<file path="config.mk">
export PLATFORM = sky130hd
export DESIGN_NAME = axi_datamover_read_split_flat
export DESIGN_NICKNAME = d
export VERILOG_FILES = /design/src/rtl/axi_datamover_read_split_if.sv /design/src/rtl/axi_datamover_read_split.sv /design/src/flat_wrapper.sv
export SDC_FILE = /design/constraint.sdc
export NUM_CORES = 1
export LEC_CHECK = 0
export CAP_MARGIN = 5
export CELL_PAD_IN_SITES_DETAIL_PLACEMENT = 1
export CELL_PAD_IN_SITES_GLOBAL_PLACEMENT = 2
export CORE_MARGIN = 1.5
export CORE_UTILIZATION = 31
export CTS_CLUSTER_DIAMETER = 200
export DETAILED_ROUTE_END_ITERATION = 6
export PLACE_DENSITY = 0.9
export SYNTH_ARGS = -nofsm -noshare
export SYNTH_HDL_FRONTEND = slang
export SYNTH_SLANG_ARGS = --single-unit
</file>
<file path="constraint.sdc">
create_clock -name clk -period 7.9 [get_ports clk]
set_input_delay 2.37 -clock clk [delete_from_list [all_inputs] [get_ports clk]]
set_output_delay 2.37 -clock clk [all_outputs]
set_load 0.03 [all_outputs]
</file>
<file path="src/rtl/axi_datamover_read_split_if.sv">
// Bundles the client request/data/response signals and the DataMover MM2S command/data/status signals.
// master is the splitter's view of the bundle; slave is the view from the clients and the DataMover.
interface axi_datamover_read_split_if #(
  parameter int DATA_WIDTH = 64,
  parameter int ADDR_WIDTH = 32,
  parameter int SIZE_WIDTH = 24,
  parameter int CMD_WIDTH  = ADDR_WIDTH + 40
);
  logic                    ddr_rreq_ready;
  logic                    ddr_rreq_valid;
  logic [ADDR_WIDTH-1:0]   ddr_rreq_addr;
  logic [SIZE_WIDTH-1:0]   ddr_rreq_size;
  logic                    ddr_rdata_ready;
  logic                    ddr_rdata_valid;
  logic                    ddr_rdata_last;
  logic [DATA_WIDTH-1:0]   ddr_rdata;
  logic                    ddr_rresp_valid;
  logic [1:0]              ddr_rresp;
  logic [CMD_WIDTH-1:0]    mm2s_cmd_tdata;
  logic                    mm2s_cmd_tvalid;
  logic                    mm2s_cmd_tready;
  logic [DATA_WIDTH-1:0]   mm2s_tdata;
  logic [DATA_WIDTH/8-1:0] mm2s_tkeep;
  logic                    mm2s_tlast;
  logic                    mm2s_tvalid;
  logic                    mm2s_tready;
  logic [7:0]              mm2s_sts_tdata;
  logic                    mm2s_sts_tvalid;
  logic                    mm2s_sts_tready;

  modport master (
    output ddr_rreq_ready,
    input  ddr_rreq_valid, ddr_rreq_addr, ddr_rreq_size,
    input  ddr_rdata_ready,
    output ddr_rdata_valid, ddr_rdata_last, ddr_rdata,
    output ddr_rresp_valid, ddr_rresp,
    output mm2s_cmd_tdata, mm2s_cmd_tvalid,
    input  mm2s_cmd_tready,
    input  mm2s_tdata, mm2s_tkeep, mm2s_tlast, mm2s_tvalid,
    output mm2s_tready,
    input  mm2s_sts_tdata, mm2s_sts_tvalid,
    output mm2s_sts_tready
  );

  modport slave (
    input  ddr_rreq_ready,
    output ddr_rreq_valid, ddr_rreq_addr, ddr_rreq_size,
    output ddr_rdata_ready,
    input  ddr_rdata_valid, ddr_rdata_last, ddr_rdata,
    input  ddr_rresp_valid, ddr_rresp,
    input  mm2s_cmd_tdata, mm2s_cmd_tvalid,
    output mm2s_cmd_tready,
    output mm2s_tdata, mm2s_tkeep, mm2s_tlast, mm2s_tvalid,
    input  mm2s_tready,
    output mm2s_sts_tdata, mm2s_sts_tvalid,
    input  mm2s_sts_tready
  );
endinterface

</file>
<file path="src/rtl/axi_datamover_read_split.sv">
// Splits DDR read requests into MAX_BTT-aligned DataMover MM2S commands, folds statuses into one response
// and regenerates a single end-of-request last flag. Optional counters: define AXI_DM_RD_STATS_EN.
module axi_datamover_read_split #(
  parameter int DATA_WIDTH      = 64,
  parameter int ADDR_WIDTH      = 32,
  parameter int SIZE_WIDTH      = 24,
  parameter int MAX_BTT         = 4096,
  parameter int MAX_OUTSTANDING = 4,
  parameter int CMD_WIDTH       = ADDR_WIDTH + 40
) (
  input  logic                       clk,
  input  logic                       rst,
  axi_datamover_read_split_if.master bus
`ifdef AXI_DM_RD_STATS_EN
  ,
  output logic [31:0]                stat_req_cnt,
  output logic [31:0]                stat_cmd_cnt,
  output logic [31:0]                stat_err_cnt
`endif
);
  localparam int LOG2 = $clog2(MAX_BTT);
  localparam int CW   = SIZE_WIDTH + 1;
  localparam int TW   = SIZE_WIDTH + 2;

  typedef enum logic [1:0] {IDLE, ISSUE, DRAIN} state_e;

  state_e                  state_q, state_d;
  logic [ADDR_WIDTH-1:0]   cur_addr_q, cur_addr_d;
  logic [SIZE_WIDTH-1:0]   remaining_q, remaining_d;
  logic [CW-1:0]           total_chunks_q, total_chunks_d;
  logic [CW-1:0]           beat_cnt_q, beat_cnt_d;
  logic [3:0]              tag_q, tag_d;
  logic [3:0]              exp_tag_q, exp_tag_d;
  logic [3:0]              outstanding_q, outstanding_d;
  logic                    err_q, err_d;
  logic                    tag_err_q, tag_err_d;
  logic                    cmd_vld_q, cmd_vld_d;
  logic [CMD_WIDTH-1:0]    cmd_dat_q, cmd_dat_d;
  logic                    rresp_vld_q, rresp_vld_d;
  logic [1:0]              rresp_q, rresp_d;

  logic                    req_hs, cmd_hs, sts_hs, last_hs, rdata_last, final_chunk;
  logic [CW-1:0]           space, chunk_len;
  logic [TW-1:0]           chunk_sum;
  logic [DATA_WIDTH/8-1:0] unused_keep;

  // Bytes left before the next MAX_BTT boundary bound every command.
  assign space       = CW'(MAX_BTT) - CW'(cur_addr_q[LOG2-1:0]);
  assign chunk_len   = ({1'b0, remaining_q} < space) ? {1'b0, remaining_q} : space;
  assign final_chunk = ({1'b0, remaining_q} == chunk_len);
  assign chunk_sum   = TW'(bus.ddr_rreq_addr[LOG2-1:0]) + TW'(bus.ddr_rreq_size) + TW'(MAX_BTT - 1);

  assign req_hs     = bus.ddr_rreq_valid && (state_q == IDLE);
  assign cmd_hs     = cmd_vld_q && bus.mm2s_cmd_tready;
  assign sts_hs     = bus.mm2s_sts_tvalid;
  assign last_hs    = bus.mm2s_tvalid && bus.ddr_rdata_ready && bus.mm2s_tlast;
  assign rdata_last = bus.mm2s_tlast && (beat_cnt_q == total_chunks_q - CW'(1));

  assign bus.ddr_rreq_ready  = (state_q == IDLE);
  assign bus.ddr_rdata       = bus.mm2s_tdata;
  assign bus.ddr_rdata_valid = bus.mm2s_tvalid;
  assign bus.ddr_rdata_last  = rdata_last;
  assign bus.mm2s_tready     = bus.ddr_rdata_ready;
  assign bus.ddr_rresp_valid = rresp_vld_q;
  assign bus.ddr_rresp       = rresp_q;
  assign bus.mm2s_cmd_tdata  = cmd_dat_q;
  assign bus.mm2s_cmd_tvalid = cmd_vld_q;
  assign bus.mm2s_sts_tready = 1'b1;
  assign unused_keep         = bus.mm2s_tkeep;

  always_comb begin
    state_d        = state_q;
    cur_addr_d     = cur_addr_q;
    remaining_d    = remaining_q;
    total_chunks_d = total_chunks_q;
    beat_cnt_d     = beat_cnt_q;
    tag_d          = tag_q;
    exp_tag_d      = exp_tag_q;
    outstanding_d  = outstanding_q;
    err_d          = err_q;
    tag_err_d      = tag_err_q;
    cmd_vld_d      = cmd_vld_q;
    cmd_dat_d      = cmd_dat_q;
    rresp_vld_d    = 1'b0;
    rresp_d        = 2'b00;

    case (state_q)
      IDLE: begin
        if (req_hs) begin
          if (bus.ddr_rreq_size == '0) begin
            rresp_vld_d = 1'b1;
            rresp_d     = 2'b10;
          end else begin
            cur_addr_d     = bus.ddr_rreq_addr;
            remaining_d    = bus.ddr_rreq_size;
            total_chunks_d = CW'(chunk_sum >> LOG2);
            err_d          = 1'b0;
            tag_err_d      = 1'b0;
            state_d        = ISSUE;
          end
        end
      end
      ISSUE: begin
        if (!cmd_vld_q && (outstanding_q < 4'(MAX_OUTSTANDING))) begin
          cmd_vld_d = 1'b1;
          cmd_dat_d = {4'h0, tag_q, cur_addr_q, 1'b0, final_chunk, 6'h0, 1'b1, 23'(chunk_len)};
        end
        if (cmd_hs) begin
          cmd_vld_d   = 1'b0;
          cur_addr_d  = cur_addr_q + ADDR_WIDTH'(chunk_len);
          remaining_d = remaining_q - SIZE_WIDTH'(chunk_len);
          tag_d       = tag_q + 4'd1;
          if (final_chunk) state_d = DRAIN;
        end
      end
      DRAIN: begin
        if (outstanding_q == 4'd0) begin
          rresp_vld_d = 1'b1;
          rresp_d     = tag_err_q ? 2'b11 : (err_q ? 2'b10 : 2'b00);
          state_d     = IDLE;
        end
      end
      default: state_d = IDLE;
    endcase

    if (sts_hs) begin
      exp_tag_d = exp_tag_q + 4'd1;
      if (!bus.mm2s_sts_tdata[7] || (bus.mm2s_sts_tdata[6:4] != 3'b000)) err_d = 1'b1;
      if (bus.mm2s_sts_tdata[3:0] != exp_tag_q) tag_err_d = 1'b1;
    end

    // A command and a status in the same cycle cancel out.
    if (cmd_hs && !sts_hs)                              outstanding_d = outstanding_q + 4'd1;
    else if (!cmd_hs && sts_hs && outstanding_q != '0)  outstanding_d = outstanding_q - 4'd1;

    if (last_hs) beat_cnt_d = rdata_last ? '0 : beat_cnt_q + CW'(1);
  end

  always_ff @(posedge clk) begin
    if (rst) begin
      state_q        <= IDLE;
      cur_addr_q     <= '0;
      remaining_q    <= '0;
      total_chunks_q <= '0;
      beat_cnt_q     <= '0;
      tag_q          <= '0;
      exp_tag_q      <= '0;
      outstanding_q  <= '0;
      err_q          <= 1'b0;
      tag_err_q      <= 1'b0;
      cmd_vld_q      <= 1'b0;
      cmd_dat_q      <= '0;
      rresp_vld_q    <= 1'b0;
      rresp_q        <= 2'b00;
    end else begin
      state_q        <= state_d;
      cur_addr_q     <= cur_addr_d;
      remaining_q    <= remaining_d;
      total_chunks_q <= total_chunks_d;
      beat_cnt_q     <= beat_cnt_d;
      tag_q          <= tag_d;
      exp_tag_q      <= exp_tag_d;
      outstanding_q  <= outstanding_d;
      err_q          <= err_d;
      tag_err_q      <= tag_err_d;
      cmd_vld_q      <= cmd_vld_d;
      cmd_dat_q      <= cmd_dat_d;
      rresp_vld_q    <= rresp_vld_d;
      rresp_q        <= rresp_d;
    end
  end

`ifdef AXI_DM_RD_STATS_EN
  logic [31:0] stat_req_q, stat_cmd_q, stat_err_q;

  always_ff @(posedge clk) begin
    if (rst) begin
      stat_req_q <= '0;
      stat_cmd_q <= '0;
      stat_err_q <= '0;
    end else begin
      if (req_hs) stat_req_q <= stat_req_q + 32'd1;
      if (cmd_hs) stat_cmd_q <= stat_cmd_q + 32'd1;
      if (rresp_vld_q && (rresp_q != 2'b00)) stat_err_q <= stat_err_q + 32'd1;
    end
  end

  assign stat_req_cnt = stat_req_q;
  assign stat_cmd_cnt = stat_cmd_q;
  assign stat_err_cnt = stat_err_q;
`endif
endmodule

</file>
<file path="src/flat_wrapper.sv">
// flat-port wrapper written by rule: the top's interface ports become plain ports
module axi_datamover_read_split_flat 
#(
  parameter int DATA_WIDTH      = 64,
  parameter int ADDR_WIDTH      = 32,
  parameter int SIZE_WIDTH      = 24,
  parameter int MAX_BTT         = 4096,
  parameter int MAX_OUTSTANDING = 4,
  parameter int CMD_WIDTH       = ADDR_WIDTH + 40
)
  (clk, rst, bus_ddr_rreq_ready, bus_ddr_rreq_valid, bus_ddr_rreq_addr, bus_ddr_rreq_size, bus_ddr_rdata_ready, bus_ddr_rdata_valid, bus_ddr_rdata_last, bus_ddr_rdata, bus_ddr_rresp_valid, bus_ddr_rresp, bus_mm2s_cmd_tdata, bus_mm2s_cmd_tvalid, bus_mm2s_cmd_tready, bus_mm2s_tdata, bus_mm2s_tkeep, bus_mm2s_tlast, bus_mm2s_tvalid, bus_mm2s_tready, bus_mm2s_sts_tdata, bus_mm2s_sts_tvalid, bus_mm2s_sts_tready);
  axi_datamover_read_split_if #(.DATA_WIDTH(DATA_WIDTH), .ADDR_WIDTH(ADDR_WIDTH), .SIZE_WIDTH(SIZE_WIDTH), .CMD_WIDTH(CMD_WIDTH)) bus_i ();
  input  logic clk;
  input  logic rst;
  output wire logic [$bits(bus_i.ddr_rreq_ready)-1:0] bus_ddr_rreq_ready;
  input wire logic [$bits(bus_i.ddr_rreq_valid)-1:0] bus_ddr_rreq_valid;
  input wire logic [$bits(bus_i.ddr_rreq_addr)-1:0] bus_ddr_rreq_addr;
  input wire logic [$bits(bus_i.ddr_rreq_size)-1:0] bus_ddr_rreq_size;
  input wire logic [$bits(bus_i.ddr_rdata_ready)-1:0] bus_ddr_rdata_ready;
  output wire logic [$bits(bus_i.ddr_rdata_valid)-1:0] bus_ddr_rdata_valid;
  output wire logic [$bits(bus_i.ddr_rdata_last)-1:0] bus_ddr_rdata_last;
  output wire logic [$bits(bus_i.ddr_rdata)-1:0] bus_ddr_rdata;
  output wire logic [$bits(bus_i.ddr_rresp_valid)-1:0] bus_ddr_rresp_valid;
  output wire logic [$bits(bus_i.ddr_rresp)-1:0] bus_ddr_rresp;
  output wire logic [$bits(bus_i.mm2s_cmd_tdata)-1:0] bus_mm2s_cmd_tdata;
  output wire logic [$bits(bus_i.mm2s_cmd_tvalid)-1:0] bus_mm2s_cmd_tvalid;
  input wire logic [$bits(bus_i.mm2s_cmd_tready)-1:0] bus_mm2s_cmd_tready;
  input wire logic [$bits(bus_i.mm2s_tdata)-1:0] bus_mm2s_tdata;
  input wire logic [$bits(bus_i.mm2s_tkeep)-1:0] bus_mm2s_tkeep;
  input wire logic [$bits(bus_i.mm2s_tlast)-1:0] bus_mm2s_tlast;
  input wire logic [$bits(bus_i.mm2s_tvalid)-1:0] bus_mm2s_tvalid;
  output wire logic [$bits(bus_i.mm2s_tready)-1:0] bus_mm2s_tready;
  input wire logic [$bits(bus_i.mm2s_sts_tdata)-1:0] bus_mm2s_sts_tdata;
  input wire logic [$bits(bus_i.mm2s_sts_tvalid)-1:0] bus_mm2s_sts_tvalid;
  output wire logic [$bits(bus_i.mm2s_sts_tready)-1:0] bus_mm2s_sts_tready;
  assign bus_ddr_rreq_ready = bus_i.ddr_rreq_ready;
  assign bus_i.ddr_rreq_valid = bus_ddr_rreq_valid;
  assign bus_i.ddr_rreq_addr = bus_ddr_rreq_addr;
  assign bus_i.ddr_rreq_size = bus_ddr_rreq_size;
  assign bus_i.ddr_rdata_ready = bus_ddr_rdata_ready;
  assign bus_ddr_rdata_valid = bus_i.ddr_rdata_valid;
  assign bus_ddr_rdata_last = bus_i.ddr_rdata_last;
  assign bus_ddr_rdata = bus_i.ddr_rdata;
  assign bus_ddr_rresp_valid = bus_i.ddr_rresp_valid;
  assign bus_ddr_rresp = bus_i.ddr_rresp;
  assign bus_mm2s_cmd_tdata = bus_i.mm2s_cmd_tdata;
  assign bus_mm2s_cmd_tvalid = bus_i.mm2s_cmd_tvalid;
  assign bus_i.mm2s_cmd_tready = bus_mm2s_cmd_tready;
  assign bus_i.mm2s_tdata = bus_mm2s_tdata;
  assign bus_i.mm2s_tkeep = bus_mm2s_tkeep;
  assign bus_i.mm2s_tlast = bus_mm2s_tlast;
  assign bus_i.mm2s_tvalid = bus_mm2s_tvalid;
  assign bus_mm2s_tready = bus_i.mm2s_tready;
  assign bus_i.mm2s_sts_tdata = bus_mm2s_sts_tdata;
  assign bus_i.mm2s_sts_tvalid = bus_mm2s_sts_tvalid;
  assign bus_mm2s_sts_tready = bus_i.mm2s_sts_tready;
  axi_datamover_read_split #(.DATA_WIDTH(DATA_WIDTH), .ADDR_WIDTH(ADDR_WIDTH), .SIZE_WIDTH(SIZE_WIDTH), .MAX_BTT(MAX_BTT), .MAX_OUTSTANDING(MAX_OUTSTANDING), .CMD_WIDTH(CMD_WIDTH)) u_core (.clk(clk), .rst(rst), .bus(bus_i));
endmodule
</file>
# ---- After elaboration in Yosys (flattened, before gate mapping)
# Cells that the tools add are included.
dict set report classes {
  reduce_logical 28
  bitwise 1
  magnitude_cmp 2
  n_eq_ne 10
  mux 40
  n_addsub 11
}
# cell count
set op_table {}
lappend op_table {{$mux 32} 3}
lappend op_table {{$mux 24} 3}
lappend op_table {{$pmux 32 s2} 1}
lappend op_table {{$mux 25} 2}
lappend op_table {{$pmux 24 s2} 1}
lappend op_table {{$add 32x25->32} 1}
lappend op_table {{$add 26x12->26 const B} 1}
lappend op_table {{$add 12x24->25} 1}
lappend op_table {{$add 25x1->25 const B} 1}
lappend op_table {{$eq 24x25->1} 1}
lappend op_table {{$eq 25x25->1} 1}
lappend op_table {{$lt 24x25->1} 1}
lappend op_table {{$logic_not 24->1} 1}
lappend op_table {{$sub 24x24->24} 1}
lappend op_table {{$mux 2} 10}
lappend op_table {{$mux 1} 15}
lappend op_table {{$sub 14x1->15 const B} 1}
lappend op_table {{$sub 13x12->14 const A} 1}
lappend op_table {{$add 4x1->4 const B} 3}
lappend op_table {{$logic_and 1x1->1} 9}
lappend op_table {{$mux 4} 2}
lappend op_table {{$ne 2x1->1 const B} 4}
lappend op_table {{$pmux 2 s3} 1}
lappend op_table {{$reduce_and 2->1} 3}
lappend op_table {{19 further kinds} 24}
dict set report totals {
  elab_cells 106
  inputBits 144
  reg_bits 176
  output_inout_bits 145
}

# ---- Logic depth before layout (Yosys ltp)
dict set report depth {
  ltp_word 7
  ltp_mapped 26
  depth_no_buf 24
}

# ---- Worst setup path after synthesis
# No wires, ideal clock.
dict set report synth_timing {
  kind {input-to-output}
  startpoint {input bus_mm2s_tlast}
  endpoint {output bus_ddr_rdata_last}
  arrival_ns 3.544
  cell_stages 6
  n_path_buf 0
  t_required_ns 5.530
  setup_slack_ns 1.986
  path_cell_list {o211ai_1 a2111oi_0 o21ai_0 nor4_1 nand4_1 inv_1}
}
dict set report synth_via {
  elab_chain_cells 1
}
# element line
set synth_rtl {}
lappend synth_rtl {{from (decl)} flat_wrapper.sv:30} ;# input wire logic [$bits(bus_i.mm2s_tlast)-1:0] bus_mm2s_tlast;
lappend synth_rtl {{$logic_and 1x1->1} axi_datamover_read_split.sv:57} ;# assign rdata_last = bus.mm2s_tlast && (beat_cnt_q == total_chunks_q - CW'(1));
lappend synth_rtl {{to (decl)} flat_wrapper.sv:21} ;# output wire logic [$bits(bus_i.ddr_rdata_last)-1:0] bus_ddr_rdata_last;
# Every way passes these cells.

# ---- Final worst setup path
# Same ends and word-level chain as after synthesis.

==> metrics.md <==
| Metric | Value |
|---|---|
| Non-Filler Cell Area, Final | `13500 sq um` |
| Syn avg cell area | `7.78 sq um` |
| Count of boundary I/O pins | `289` |
| Wire per inst | `18.2 um` |
| Clk_skew | `0.0122 ns` |
| Register bit total from synthesis | `176` |
| Primary flip-flop cell chosen by synthesis mapping | `sky130_fd_sc_hd__dfxtp_1` |
| DR DRC count | `0` |
| Remaining Overflow, GRT | `0` |
| RePlAce Congestion | `0.852` |
| Global-route wire length before repair | `59.0 mm` |
| Kind of end point of the critical path | `output pin` |
| TritonCTS clock tree | `done` |
| Post-synthesis instance total | `1500` |
| Sequential share of the synthesized area | `0.302` |
| Path type of the worst setup path | `in -> out` |
| Clock insertion delay at the later pin of the skew report | `0.46 ns` |
| Transition time at the pin with the least slew margin | `1.07 ns` |
| # Max-Cap Violations | `0` |
| Total die area | `38800 sq um` |
| Buffer depth of the longest clock path | `2` |
| Share of the core filled with cells in the final layout | `0.368` |
| Detail Route Antenna Nets | `0` |
| Layout fillers | `4446` |
| Most frequent CP cell | `sky130_fd_sc_hd__clkdlybuf4s50_1` |
| Height of the chip | `197 um` |
| Critical path data required time | `5.53 ns` |
| Setup repair after global routing missed its margin | `false` |
| Final period demand of the worst path | `7.54 ns` |
| Fin. max-slew vios | `0` |
| Setup TNS | `0 ns` |
| EDFF count, synth | `0` |
| Final cell count without fillers | `2020` |
| Antenna cells | `0` |
| DRT iter0 DRCs | `414` |
| Maximum clock rate | `133 MHz` |
| Antenna violations before repair | `0` |
| Critical Path Start Type | `input port` |
| Status | `complete, no violations` |
| Count of vias placed by the detailed router | `10800` |
| IR Drop Worst-Case VDD | `0.148 mV` |
| Commonest non-fill, non-tap cells in the layout | `182 x sky130_fd_sc_hd__nand2_1, 175 x sky130_fd_sc_hd__dfxtp_1, 148 x sky130_fd_sc_hd__a21oi_1` |
| Areal power density over the cells | `232 nW/um^2` |
| Most common cell after layout, fill and taps aside | `sky130_fd_sc_hd__nand2_1` |
| Rel. slew slack | `0.287` |
| Count of final hold-check violations | `0` |
| Pin count of the biggest net entering global routing | `89` |
| Async SR Flop Fraction | `0` |
| Routed vias/inst | `5.36` |
| Standby leakage power | `5.22 nW` |
| Hold crit path type | `reg -> reg` |
| Cell Chain, Critical Path | `clkdlybuf4s50_1, o211ai_1, a2111oi_1, o21ai_0, nor4_1, nand4_1, inv_1, clkdlybuf4s50_1` |
| Pre-Repair DR Iteration Count | `4` |
| Vias in the first global route | `11100` |
| Core region area | `36800 sq um` |
| Share of the clock period used by the worst path | `0.954` |
| Highest fanout seen on the critical path | `3` |
| Final HPWL DP | `26.9 mm` |
| Crit-path max cell delay | `0.67 ns` |
| Root Buffer Master | `sky130_fd_sc_hd__clkbuf_16` |
| Clock Pin Slew Worst Setup and Hold Paths | `0.06 ns` |
| Unique masters post-synth | `72` |
| Number of warnings reported in the yosys synthesis log | `0` |
| Total of endpoints with negative setup slack in the final report | `0` |
| CTS H-Tree Depth | `4` |
| Area growth syn-to-layout | `16.1%` |
| Die width | `197 um` |
| Total wirelength of the detailed-routed design | `36.9 mm` |
| Final net count | `1755` |
| Cell area after technology mapping | `11700 sq um` |
| CP max-delay cell | `sky130_fd_sc_hd__clkdlybuf4s50_1` |
| Fraction of layout cells with a size suffix above 1 | `0.0425` |
| Combined global-route utilization of all metal layers | `0.192` |
| Arrival time at the worst endpoint | `5.17 ns` |
| CTS Buf Count | `17` |
| Number of core rows | `70` |
| IO buf count | `140` |
| Sinks on the clock net | `176` |
| Cell area after placement | `13000 sq um` |
| Placed instance count | `1988` |
| Starting utilization of the core area | `0.317` |
==> path summary, 6_finish.rpt <==
path,end,cells past startpoint,slack (ns),start
max,bus_ddr_rdata_last,8,0.36,bus_mm2s_tlast
min,u_core.bus.mm2s_cmd_tdata[64],2,0.46,u_core.bus.mm2s_cmd_tdata[64]
max reg2reg,u_core.cur_addr_q[27],25,1.35,u_core.cur_addr_q[2]
min reg2reg,u_core.bus.mm2s_cmd_tdata[64],2,0.46,u_core.bus.mm2s_cmd_tdata[64]
==> critical path, delay by kind of cell <==
| kind | cells | cell delay [ns] |
|---|---|---|
| AND/OR/NAND/NOR | 2 | 0.58 |
| AO/OA/AOI/OAI | 3 | 0.89 |
| buffers and inverters | 3 | 1.33 |
==> layer usage <==
metal / global-route usage / part of all wire
met1: 0.252 / 0.48
met4: 0.0563 / 0.017
met2: 0.317 / 0.46
met5: 0 / 0
met3: 0.0382 / 0.039
==> Yosys cell counts (30+ instances only) <==
library cell	number	area [sq um]
sky130_fd_sc_hd__nand2_1	182	683
sky130_fd_sc_hd__dfxtp_1	176	3520
sky130_fd_sc_hd__a21oi_1	149	746
sky130_fd_sc_hd__nor2_1	138	518
sky130_fd_sc_hd__buf_4	78	586
sky130_fd_sc_hd__ha_1	68	851
sky130_fd_sc_hd__clkbuf_1	63	236
sky130_fd_sc_hd__inv_1	57	214
sky130_fd_sc_hd__xnor2_1	57	499
sky130_fd_sc_hd__o21ai_0	55	275
sky130_fd_sc_hd__xor2_1	48	420
sky130_fd_sc_hd__nor3_1	40	200
sky130_fd_sc_hd__nand3_1	30	150
==> where the power goes <==
group / leakage [nW] / internal (mW) / switching [mW]
Clock: 0.277 / 0.457 / 0.407
Combinational: 3.51 / 0.491 / 0.730
Sequential: 1.44 / 0.966 / 0.0948
==> through the flow <==
stage                     hold WS, ns  power, mW  worst slack, ns
after detailed placement        0.449       2.29            0.310
after global routing            0.467       3.35           0.0917
after global placement          0.443       2.25            0.469
after CTS                       0.460       3.17            0.252
final                           0.458       3.15            0.360
after floorplan                 0.436       2.00             1.99
==> what timing repair did <==
action                     CTS  global route
setup endpoints to repair    0             1
buffers inserted             0             0
hold buffers                 0             0
gates resized for setup      0             1
==> layout make-up <==
class | count | area [sq um] | area share
multi-input cells | 1137 | 7160 | 0.529
clock inverters | 13 | 128 | 0.00943
repair buffers | 150 | 1470 | 0.109
flip-flops and latches | 176 | 3520 | 0.260
well taps | 468 | 586 | 0.0433
clock buffers | 19 | 453 | 0.0335
inverters | 57 | 214 | 0.0158
==> registers in the layout, summed over array words and instances, names as in the netlist <==
register                    count
u_core.beat_cnt_q              25
u_core.bus.ddr_rresp_valid      1
u_core.outstanding_q            4
u_core.tag_err_q                1
u_core.bus.mm2s_cmd_tvalid      1
u_core.remaining_q             24
u_core.err_q                    1
u_core.exp_tag_q                4
u_core.state_q                  2
u_core.total_chunks_q          14
u_core.tag_q                    4
u_core.bus.mm2s_cmd_tdata      61
u_core.cur_addr_q              32
u_core.bus.ddr_rresp            2
==> logic make-up after synthesis <==
| family | count (synthesis) | share of synthesized area |
|---|---|---|
| buffers and inverters | 208 | 0.0930 |
| other | 2 | 0.000644 |
| DFF | 176 | 0.302 |
| xor gates and xnor gates | 105 | 0.0788 |
| and+or+nand+nor | 540 | 0.220 |
| adders and majority gates | 72 | 0.0798 |
| muxes | 31 | 0.0269 |
| AOI/OAI and AO/OA | 366 | 0.199 |
(Power assumes the default switching activity.)
